File: src/rtl/elevator_car_ctrl.sv
`default_nettype none
// +----------------------------------------------------------------------------+
// | Module      : elevator_car_ctrl                                            |
// | Description : Per-car SCAN elevator controller with owned pending stops.   |
// | Revision    : 1.0  initial release                                         |
// +----------------------------------------------------------------------------+
module elevator_car_ctrl #(
  parameter int NUM_FLOORS    = 10,
  parameter int FLOOR_W       = 4,
  parameter int TRAVEL_CYCLES = 8,
  parameter int DOOR_CYCLES   = 16,
  parameter int TIMER_W       = 32
) (
  input  logic                  clk,
  input  logic                  rst,
  input  logic [NUM_FLOORS-1:0] req_set,
  input  logic                  door_hold,
  output logic [NUM_FLOORS-1:0] pending,
  output logic [FLOOR_W-1:0]    current_floor,
  output logic                  direction,
  output logic                  moving,
  output logic                  door_open,
  output logic                  idle,
  output logic                  served_valid,
  output logic [FLOOR_W-1:0]    served_floor
);

  typedef enum logic [1:0] {
    S_IDLE       = 2'd0,
    S_MOVE       = 2'd1,
    S_DOOR_OPEN  = 2'd2,
    S_DOOR_CLOSE = 2'd3
  } state_t;

  localparam logic [TIMER_W-1:0] c_travel_last = TIMER_W'(TRAVEL_CYCLES - 1);
  localparam logic [TIMER_W-1:0] c_door_last   = TIMER_W'(DOOR_CYCLES - 1);

  state_t                  state_q, state_d;
  logic [TIMER_W-1:0]      timer_q, timer_d;
  logic [NUM_FLOORS-1:0]   pending_q, pending_d;
  logic [FLOOR_W-1:0]      floor_q, floor_d;
  logic                    dir_q, dir_d;
  logic                    idle_q, idle_d;
  logic                    served_valid_q, served_valid_d;
  logic [FLOOR_W-1:0]      served_floor_q, served_floor_d;

  logic [NUM_FLOORS-1:0]   w_eff;
  logic [NUM_FLOORS-1:0]   w_clr;
  logic [FLOOR_W-1:0]      w_next_floor;
  logic                    w_at_cur, w_req_cur, w_at_next;
  logic                    w_ahead_up, w_ahead_dn, w_next_ahead;
  logic                    w_door_zone;

  always_comb begin
    w_eff        = pending_q | req_set;
    w_next_floor = dir_q ? floor_q + FLOOR_W'(1) : floor_q - FLOOR_W'(1);
    w_at_cur     = 1'b0;
    w_req_cur    = 1'b0;
    w_at_next    = 1'b0;
    w_ahead_up   = 1'b0;
    w_ahead_dn   = 1'b0;
    w_next_ahead = 1'b0;
    for (int i = 0; i < NUM_FLOORS; i++) begin
      if (floor_q == FLOOR_W'(i)) begin
        w_at_cur  = w_at_cur | w_eff[i];
        w_req_cur = w_req_cur | req_set[i];
      end
      if (w_next_floor == FLOOR_W'(i)) w_at_next = w_at_next | w_eff[i];
      if (FLOOR_W'(i) > floor_q) w_ahead_up = w_ahead_up | w_eff[i];
      if (FLOOR_W'(i) < floor_q) w_ahead_dn = w_ahead_dn | w_eff[i];
      // "still ahead" is judged from the floor being arrived at, not the one left
      if (dir_q ? (FLOOR_W'(i) > w_next_floor) : (FLOOR_W'(i) < w_next_floor))
        w_next_ahead = w_next_ahead | w_eff[i];
    end

    state_d = state_q;
    timer_d = timer_q;
    floor_d = floor_q;
    dir_d   = dir_q;

    case (state_q)
      S_IDLE: begin
        timer_d = '0;
        if (w_at_cur) begin
          state_d = S_DOOR_OPEN;
        end else if (dir_q ? w_ahead_up : w_ahead_dn) begin
          state_d = S_MOVE;
        end else if (dir_q ? w_ahead_dn : w_ahead_up) begin
          state_d = S_MOVE;
          dir_d   = ~dir_q;
        end
      end
      S_MOVE: begin
        if (timer_q == c_travel_last) begin
          timer_d = '0;
          floor_d = w_next_floor;
          if (w_at_next) state_d = S_DOOR_OPEN;
          else if (!w_next_ahead) state_d = S_IDLE;
        end else begin
          timer_d = timer_q + TIMER_W'(1);
        end
      end
      S_DOOR_OPEN: begin
        if (door_hold || w_req_cur) begin
          timer_d = '0;
        end else if (timer_q == c_door_last) begin
          timer_d = '0;
          state_d = S_DOOR_CLOSE;
        end else begin
          timer_d = timer_q + TIMER_W'(1);
        end
      end
      S_DOOR_CLOSE: begin
        timer_d = '0;
        state_d = S_IDLE;
      end
      default: begin
        timer_d = '0;
        state_d = S_IDLE;
      end
    endcase

    // served floor is cleared on the arrival edge and throughout dwell; clear wins over set
    w_door_zone = (state_q == S_DOOR_OPEN) || (state_d == S_DOOR_OPEN);
    w_clr       = '0;
    for (int i = 0; i < NUM_FLOORS; i++) begin
      w_clr[i] = w_door_zone && (floor_d == FLOOR_W'(i));
    end
    pending_d = w_eff & ~w_clr;

    served_valid_d = (state_d == S_DOOR_OPEN) && (state_q != S_DOOR_OPEN);
    served_floor_d = served_valid_d ? floor_d : served_floor_q;
    idle_d         = (state_d == S_IDLE) && (pending_d == '0);
  end

  always_ff @(posedge clk) begin
    if (rst) begin
      state_q        <= S_IDLE;
      timer_q        <= '0;
      pending_q      <= '0;
      floor_q        <= '0;
      dir_q          <= 1'b1;
      idle_q         <= 1'b1;
      served_valid_q <= 1'b0;
      served_floor_q <= '0;
    end else begin
      state_q        <= state_d;
      timer_q        <= timer_d;
      pending_q      <= pending_d;
      floor_q        <= floor_d;
      dir_q          <= dir_d;
      idle_q         <= idle_d;
      served_valid_q <= served_valid_d;
      served_floor_q <= served_floor_d;
    end
  end

  assign pending       = pending_q;
  assign current_floor = floor_q;
  assign direction     = dir_q;
  assign moving        = (state_q == S_MOVE);
  assign door_open     = (state_q == S_DOOR_OPEN);
  assign idle          = idle_q;
  assign served_valid  = served_valid_q;
  assign served_floor  = served_floor_q;

endmodule
`default_nettype wire

File: config.mk
export PLATFORM = sky130hd
export DESIGN_NAME = elevator_car_ctrl
export DESIGN_NICKNAME = d
export VERILOG_FILES = /design/src/rtl/elevator_car_ctrl.sv
export SDC_FILE = /design/constraint.sdc
export NUM_CORES = 1
export LEC_CHECK = 0
export CAP_MARGIN = 10
export CELL_PAD_IN_SITES_DETAIL_PLACEMENT = 0
export CELL_PAD_IN_SITES_GLOBAL_PLACEMENT = 1
export CORE_ASPECT_RATIO = 1.5
export CORE_MARGIN = 2
export CORE_UTILIZATION = 47
export CTS_BUF_LIST = sky130_fd_sc_hd__clkbuf_2
export DETAILED_ROUTE_END_ITERATION = 8
export GPL_ROUTABILITY_DRIVEN = 0
export HOLD_SLACK_MARGIN = 0.08
export PLACE_DENSITY = 0.92
export SYNTH_ARGS = -nofsm -noshare
export SYNTH_HDL_FRONTEND = slang
export SYNTH_SLANG_ARGS = --single-unit
File: constraint.sdc
create_clock -name clk -period 6.05 [get_ports clk]
set_input_delay 1.21 -clock clk [delete_from_list [all_inputs] [get_ports clk]]
set_output_delay 1.21 -clock clk [all_outputs]
set_load 0.005 [all_outputs]
# Yosys cells after proc, flatten, opt, wreduce, memory -nomap -nowiden
# Index checks and enable logic that the tools add are counted.
# Widths: inputs -> output; s select.
# totals
word_cells,255
register_bits,55
input_bits,13
out_inout_bits,23
# op_classes
n_addsub,3
n_bitwise,60
magnitude_cmp,40
n_reduce_logical,22
muxes,88
n_eq_ne,34
# op_table
cell,count
$mux 32,3
$pmux 32 s3,1
$mux 1,72
$or 1x1->1,54
$eq 4x3->1 const B,12
$add 32x1->32 const B,1
$eq 32x3->1 const B,1
$eq 32x4->1 const B,1
$gt 3x4->1 const A,8
$lt 3x4->1 const A,8
$eq 4x2->1 const B,6
$eq 4x4->1 const B,6
$gt 1x4->1 const A,4
$gt 2x4->1 const A,4
$gt 4x4->1 const A,4
$lt 1x4->1 const A,4
$lt 2x4->1 const A,4
$lt 4x4->1 const A,4
$mux 2,8
$eq 4x1->1 const B,3
$logic_and 1x1->1,12
$logic_not 4->1,3
$mux 4,3
$and 10x10->10,1
14 further kinds,20

# Longest topological paths before layout
# logic_depth
word_depth,34
depth_mapped,13
depth_no_buf,10

# Worst setup path before layout
# Ideal clock, no wire load.
# synth_timing
kind,flip-flop to flip-flop
startpoint,"reg floor_q[1], in the netlist current_floor[1]"
endpoint,"reg served_floor_q[1], in the netlist served_floor[1]"
arrival_time_ps,2994
path_buffers,3
path_stages_with_launch,14
period_less_slack_ps,3108
required_time_ps,5936
setup_slack_ps,2942
cell_sequence,dfxtp_1 clkbuf_1 inv_1 ha_1 clkbuf_1 xnor2_1 nand2_1 nor3_1 a2111oi_4 a311o_2 buf_6 o21ai_0 o21ai_0 and2b_1
# synth_between
elab_chain_len,29
word_cells_on_any_way,202
# synth_rtl
element,line,text
"start, declared",41,"logic [FLOOR_W-1:0] floor_q, floor_d;"
"start signal, assigned",150,floor_q <= floor_d;
$sub 4x1->4 or $add 4x1->4 (tied branches),56,w_next_floor = dir_q ? floor_q + FLOOR_W'(1) : floor_q - FLOOR_W'(1);
$mux 4,56,
$lt 1x4->1 or $gt 1x4->1 (tied branches),72,if (dir_q ? (FLOOR_W'(i) > w_next_floor) : (FLOOR_W'(i) < w_next_floor))
$mux 1 (2 in series),72,
$or 1x1->1,73,w_next_ahead = w_next_ahead | w_eff[i];
$mux 1,72,
$or 1x1->1,73,
$mux 1,72,
[12 not listed],-,
$or 1x1->1,73,
$mux 1,72,
$mux 2,98,else if (!w_next_ahead) state_d = S_IDLE;
$mux 2,97,if (w_at_next) state_d = S_DOOR_OPEN;
$mux 2,94,if (timer_q == c_travel_last) begin
$pmux 2 s4,81,case (state_q)
$eq 2x2->1,131,served_valid_d = (state_d == S_DOOR_OPEN) && (state_q != S_DOOR_OPEN);
$logic_and 1x1->1,131,
"end signal, assigned",154,served_floor_q <= served_floor_d;
"end, declared",45,"logic [FLOOR_W-1:0] served_floor_q, served_floor_d;"
# Parallel ways exist; a longest one is shown, timed or not.
# A chain may end at the register's enable or synchronous reset.

# Final worst setup path
# layout_timing
startpoint,"reg floor_q[1], in the netlist current_floor[1]"
endpoint,"reg served_floor_q[0], in the netlist served_floor[0]"
# layout_between
elab_chain_len,29
word_cells_on_any_way,200
# layout_rtl
element,line
$sub 4x1->4 or $add 4x1->4 (tied branches),56
$mux 4,56
$lt 1x4->1 or $gt 1x4->1 (tied branches),72
$mux 1 (2 in series),72
$or 1x1->1,73
$mux 1,72
$or 1x1->1,73
$mux 1,72
[12 not listed],-
$or 1x1->1,73
$mux 1,72
$mux 2,98
$mux 2,97
$mux 2,94
$pmux 2 s4 *,81
$eq 2x2->1 *,131
$logic_and 1x1->1 *,131
# Mark *: on every way between the ends. The rest lies on a longest branch, timed or not.

==> impl_metrics.yaml <==
placed_design:
  place_area_um2: 3956
  port_buffers: 35
  place_hpwl_um: 7995
  dp_cells: 584
  pre_cts_slack_ns: 2.152
die:
  start_util: 0.4874
  die_w_um: 74.92
  boundaryPins: 36
  rows: 38
  dieHeight_um: 110.4
  die-area_um2: 8270
  core_um2: 7274
sta:
  fin_ws_ns: 2.050
  finalCriticalPeriod_ns: 4.000
  final.setup_skew_ns: 0.03579
  slew_headroom: 0.3638
  fin_setup_tns_ns: 0
  final_max_slew_viol_count: 0
  fmax_ghz: 0.2500
  final-hold-violation-count: 0
  finalSetupViolations: 0
  worstMarginPinSlew_ns: 0.9462
  rsz0062_at_grt: "false"
  period_share: 0.6611
setup_path:
  path_cells: "inv_1 > ha_1 > xor2_1 > nand2_1 > o32ai_1 > a2111oi_4 > a311o_2 > nand2b_1 > o21ai_0 > nor2b_1"
  rr_worst_depth: 10
  max_stage_delay_ns: 0.83
  ff2ff_setup_slack_ns: 2.05
  critPathKind: "reg2reg"
  arrival_ns: 4.43
  startpoint_type: "flip-flop"
  reg2reg_from: "current_floor[1]"
  timing.rr.end: "served_floor[0]"
  critPathRequiredTime_ns: 6.48
  slowest_stage: "dfxtp_1"
  crit_fanout: 18
  cp-end-kind: "flip-flop"
global_routing:
  grt_pass1_wl_um: 17250
  grt_overflow: 0
  track_usage: 0.2730
  grt_pass1_vias: 3498
  grt_start_max_net_pins: 33
  antenna_found_initial: 0
power_and_ir_drop:
  cellInternalPower_mw: 0.4503
  power_mw: 0.6322
  p_leak_nw: 1.341
  power_frac_seq: 0.608
  power_switching_mw: 0.1819
  p_comb_frac: 0.162
  switching_share: 0.2877
  vdd_drop_max_mv: 0.1360
  powerDensity_nw_per_um2: 158.2
  power.share.clock: 0.230
logic_synthesis:
  async_reset_ff_frac: 0
  yosys_warnings: 0
  synth.avg_cell_area_um2: 7.609
  synth_cell_types: 65
  synth_edf_count: 0
  synth_area_um2: 3546
  ys_ff_latch: 55
  ys.flop_type: "dfxtp_1"
  synth_top_area_frac: 0.3105
  seq_area_frac_synth: 0.3105
  synth_area_leader_cell: "dfxtp_1"
  synthCells: 466
  ys_top_cells_by_area: "dfxtp_1, nor2_1, o21ai_0"
  synth.net_count: 484
job:
  max-cap-violations: 0
min_path:
  whs_path_depth: 1
  min_from: "timer_q[0]"
  whs_endpoint: "timer_q[0]"
  hold_class: "reg2reg"
cells_and_area:
  fin_nets: 509
  layout-drive-gt1-share: 0.05894
  area_growth_pct: 12.70
  instances_no_fill: 592
  stdcell_area_um2: 3996
  diodes: 0
cts:
  cts_buffers: 5
  cts_resized: 0
  clock_sinks: 55
  hold_buffers: 0
  cts-htree-levels: 2
  clock_path_buffers: 2
  clkTransAtPathRegs_ns: 0.28
  cts_setup_buffers: 0
  cts_root_buffer: "clkbuf_2"
  clk_latency_ns: 0.46
  cts_tree: "yes"
drt:
  ant_nets: 0
  drtPass1Iterations: 5
  drt_iter0_markers: 459
  wirelength_um: 10780
  wl_per_cell_um: 18.20
  vias: 3702
  drc: 0
  vias_per_cell: 6.253
status:
  status: "finished, final reports clean"
cells in the final DEF, fill, tap and decap left out, types with 3 or more instances in the layout:
| cell type | n |
|---|---|
| nand4_1 | 8 |
| o21ai_0 | 34 |
| dfxtp_1 | 55 |
| nor2b_1 | 8 |
| nand2b_1 | 6 |
| nand2_1 | 33 |
| and4_1 | 3 |
| o32ai_1 | 3 |
| nor2_1 | 68 |
| xnor2_1 | 18 |
| nor3_1 | 9 |
| and3_1 | 7 |
| a211oi_1 | 12 |
| o21bai_1 | 3 |
| or2_2 | 6 |
| nand3_1 | 28 |
| ha_1 | 5 |
| buf_4 | 5 |
| nor4_1 | 16 |
| clkbuf_2 | 7 |
| o31ai_1 | 4 |
| xor2_1 | 17 |
| o22ai_1 | 3 |
| o211ai_1 | 4 |
| a21oi_1 | 23 |
| a31oi_1 | 3 |
| inv_1 | 14 |
| clkdlybuf4s50_1 | 35 |
| or3_1 | 8 |
| a22oi_1 | 3 |
worst max-delay path, delay by kind of cell, from the launching register on:
family	cells	cell delay, ns
compound gates	4	1.23
simple gates	3	0.51
xor+xnor	1	0.43
flops	1	0.83
fa+ha+maj	1	0.62
buf+inv	1	0.35
synthesized netlist by cell type, drive strengths merged, types with 3 or more instances:
library cell,instances
and4,3
nor2,69
or2,6
and3,7
nor4,17
or3,8
buf,7
ha,5
clkbuf,15
xnor2,19
a21oi,23
o21bai,3
mux2i,3
xor2,17
a211oi,12
nand2b,6
o31ai,4
nor2b,8
inv,15
o32ai,3
o21ai,34
a22oi,3
o211ai,4
nand4,8
nand2,33
nand3,28
nor3,9
a31oi,3
dfxtp,55
o22ai,3
sequential cells by signal, indices dropped and copies added (netlist names):
| signal | flops |
|---|---|
| current_floor | 4 |
| direction | 1 |
| idle | 1 |
| pending | 10 |
| served_floor | 4 |
| served_valid | 1 |
| state_q | 2 |
| timer_q | 32 |
stage by stage:
stage / utilization / hold slack [ns]
4_1_cts: 0.5494 / 0.4730
6_report: 0.5494 / 0.4689
2_1_floorplan: - / 0.4175
3_3_place_gp: 0.5439 / 0.4347
5_1_grt: 0.5494 / 0.5051
3_5_place_dp: 0.5439 / 0.4368
cell type report:
cell class | instances | area, um2
sequential | 55 | 1101
fill | 724 | 3278
tap | 100 | 125.1
timing repair buffer | 40 | 387.9
inverter | 15 | 56.30
clock inverter | 1 | 5.005
clock buffer | 7 | 35.03
multi-input combinational | 374 | 2286
layer usage:
metal / vias up / share of wire / GRT usage
met2: 173 / 0.51 / 0.4843
met4: 0 / 0.070 / 0.1913
met1: 1747 / 0.37 / 0.2829
met3: 52 / 0.050 / 0.04455
li1: 1730 / - / -
met5: - / 0 / 0
worst max-delay path by stage:
stage,from,endpoint,slack (ns),cells past startpoint
floorplan,current_floor[1],served_floor[1],2.94,13
global route,current_floor[1],served_floor[0],1.86,10
detailed placement,req_set[5],served_floor[1],2.15,9
CTS,current_floor[1],served_floor[1],2.20,10
finish,current_floor[1],served_floor[0],2.05,10
global placement,req_set[3],served_floor[1],2.22,9
cells by family (layout without fill, tap and decap cells):
family | Yosys count | after routing | synth area share
adder cells (fa/ha/maj) | 6 | 6 | 0.02047
AO/OA/AOI/OAI | 117 | 117 | 0.2213
AND/OR/NAND/NOR | 211 | 211 | 0.2957
flip-flops | 55 | 55 | 0.3105
XOR/XNOR | 36 | 36 | 0.09104
multiplexers | 4 | 4 | 0.01623
buffers and inverters | 37 | 63 | 0.04481
power by group through the flow:
stage	Combinational (mW)	Clock (mW)	Sequential [mW]
floorplan	0.0586	0	0.388
global placement	0.101	0	0.390
detailed placement	0.101	0	0.391
CTS	0.102	0.152	0.384
global route	0.112	0.163	0.386
finish	0.103	0.145	0.384
(Power assumes the default switching activity.)
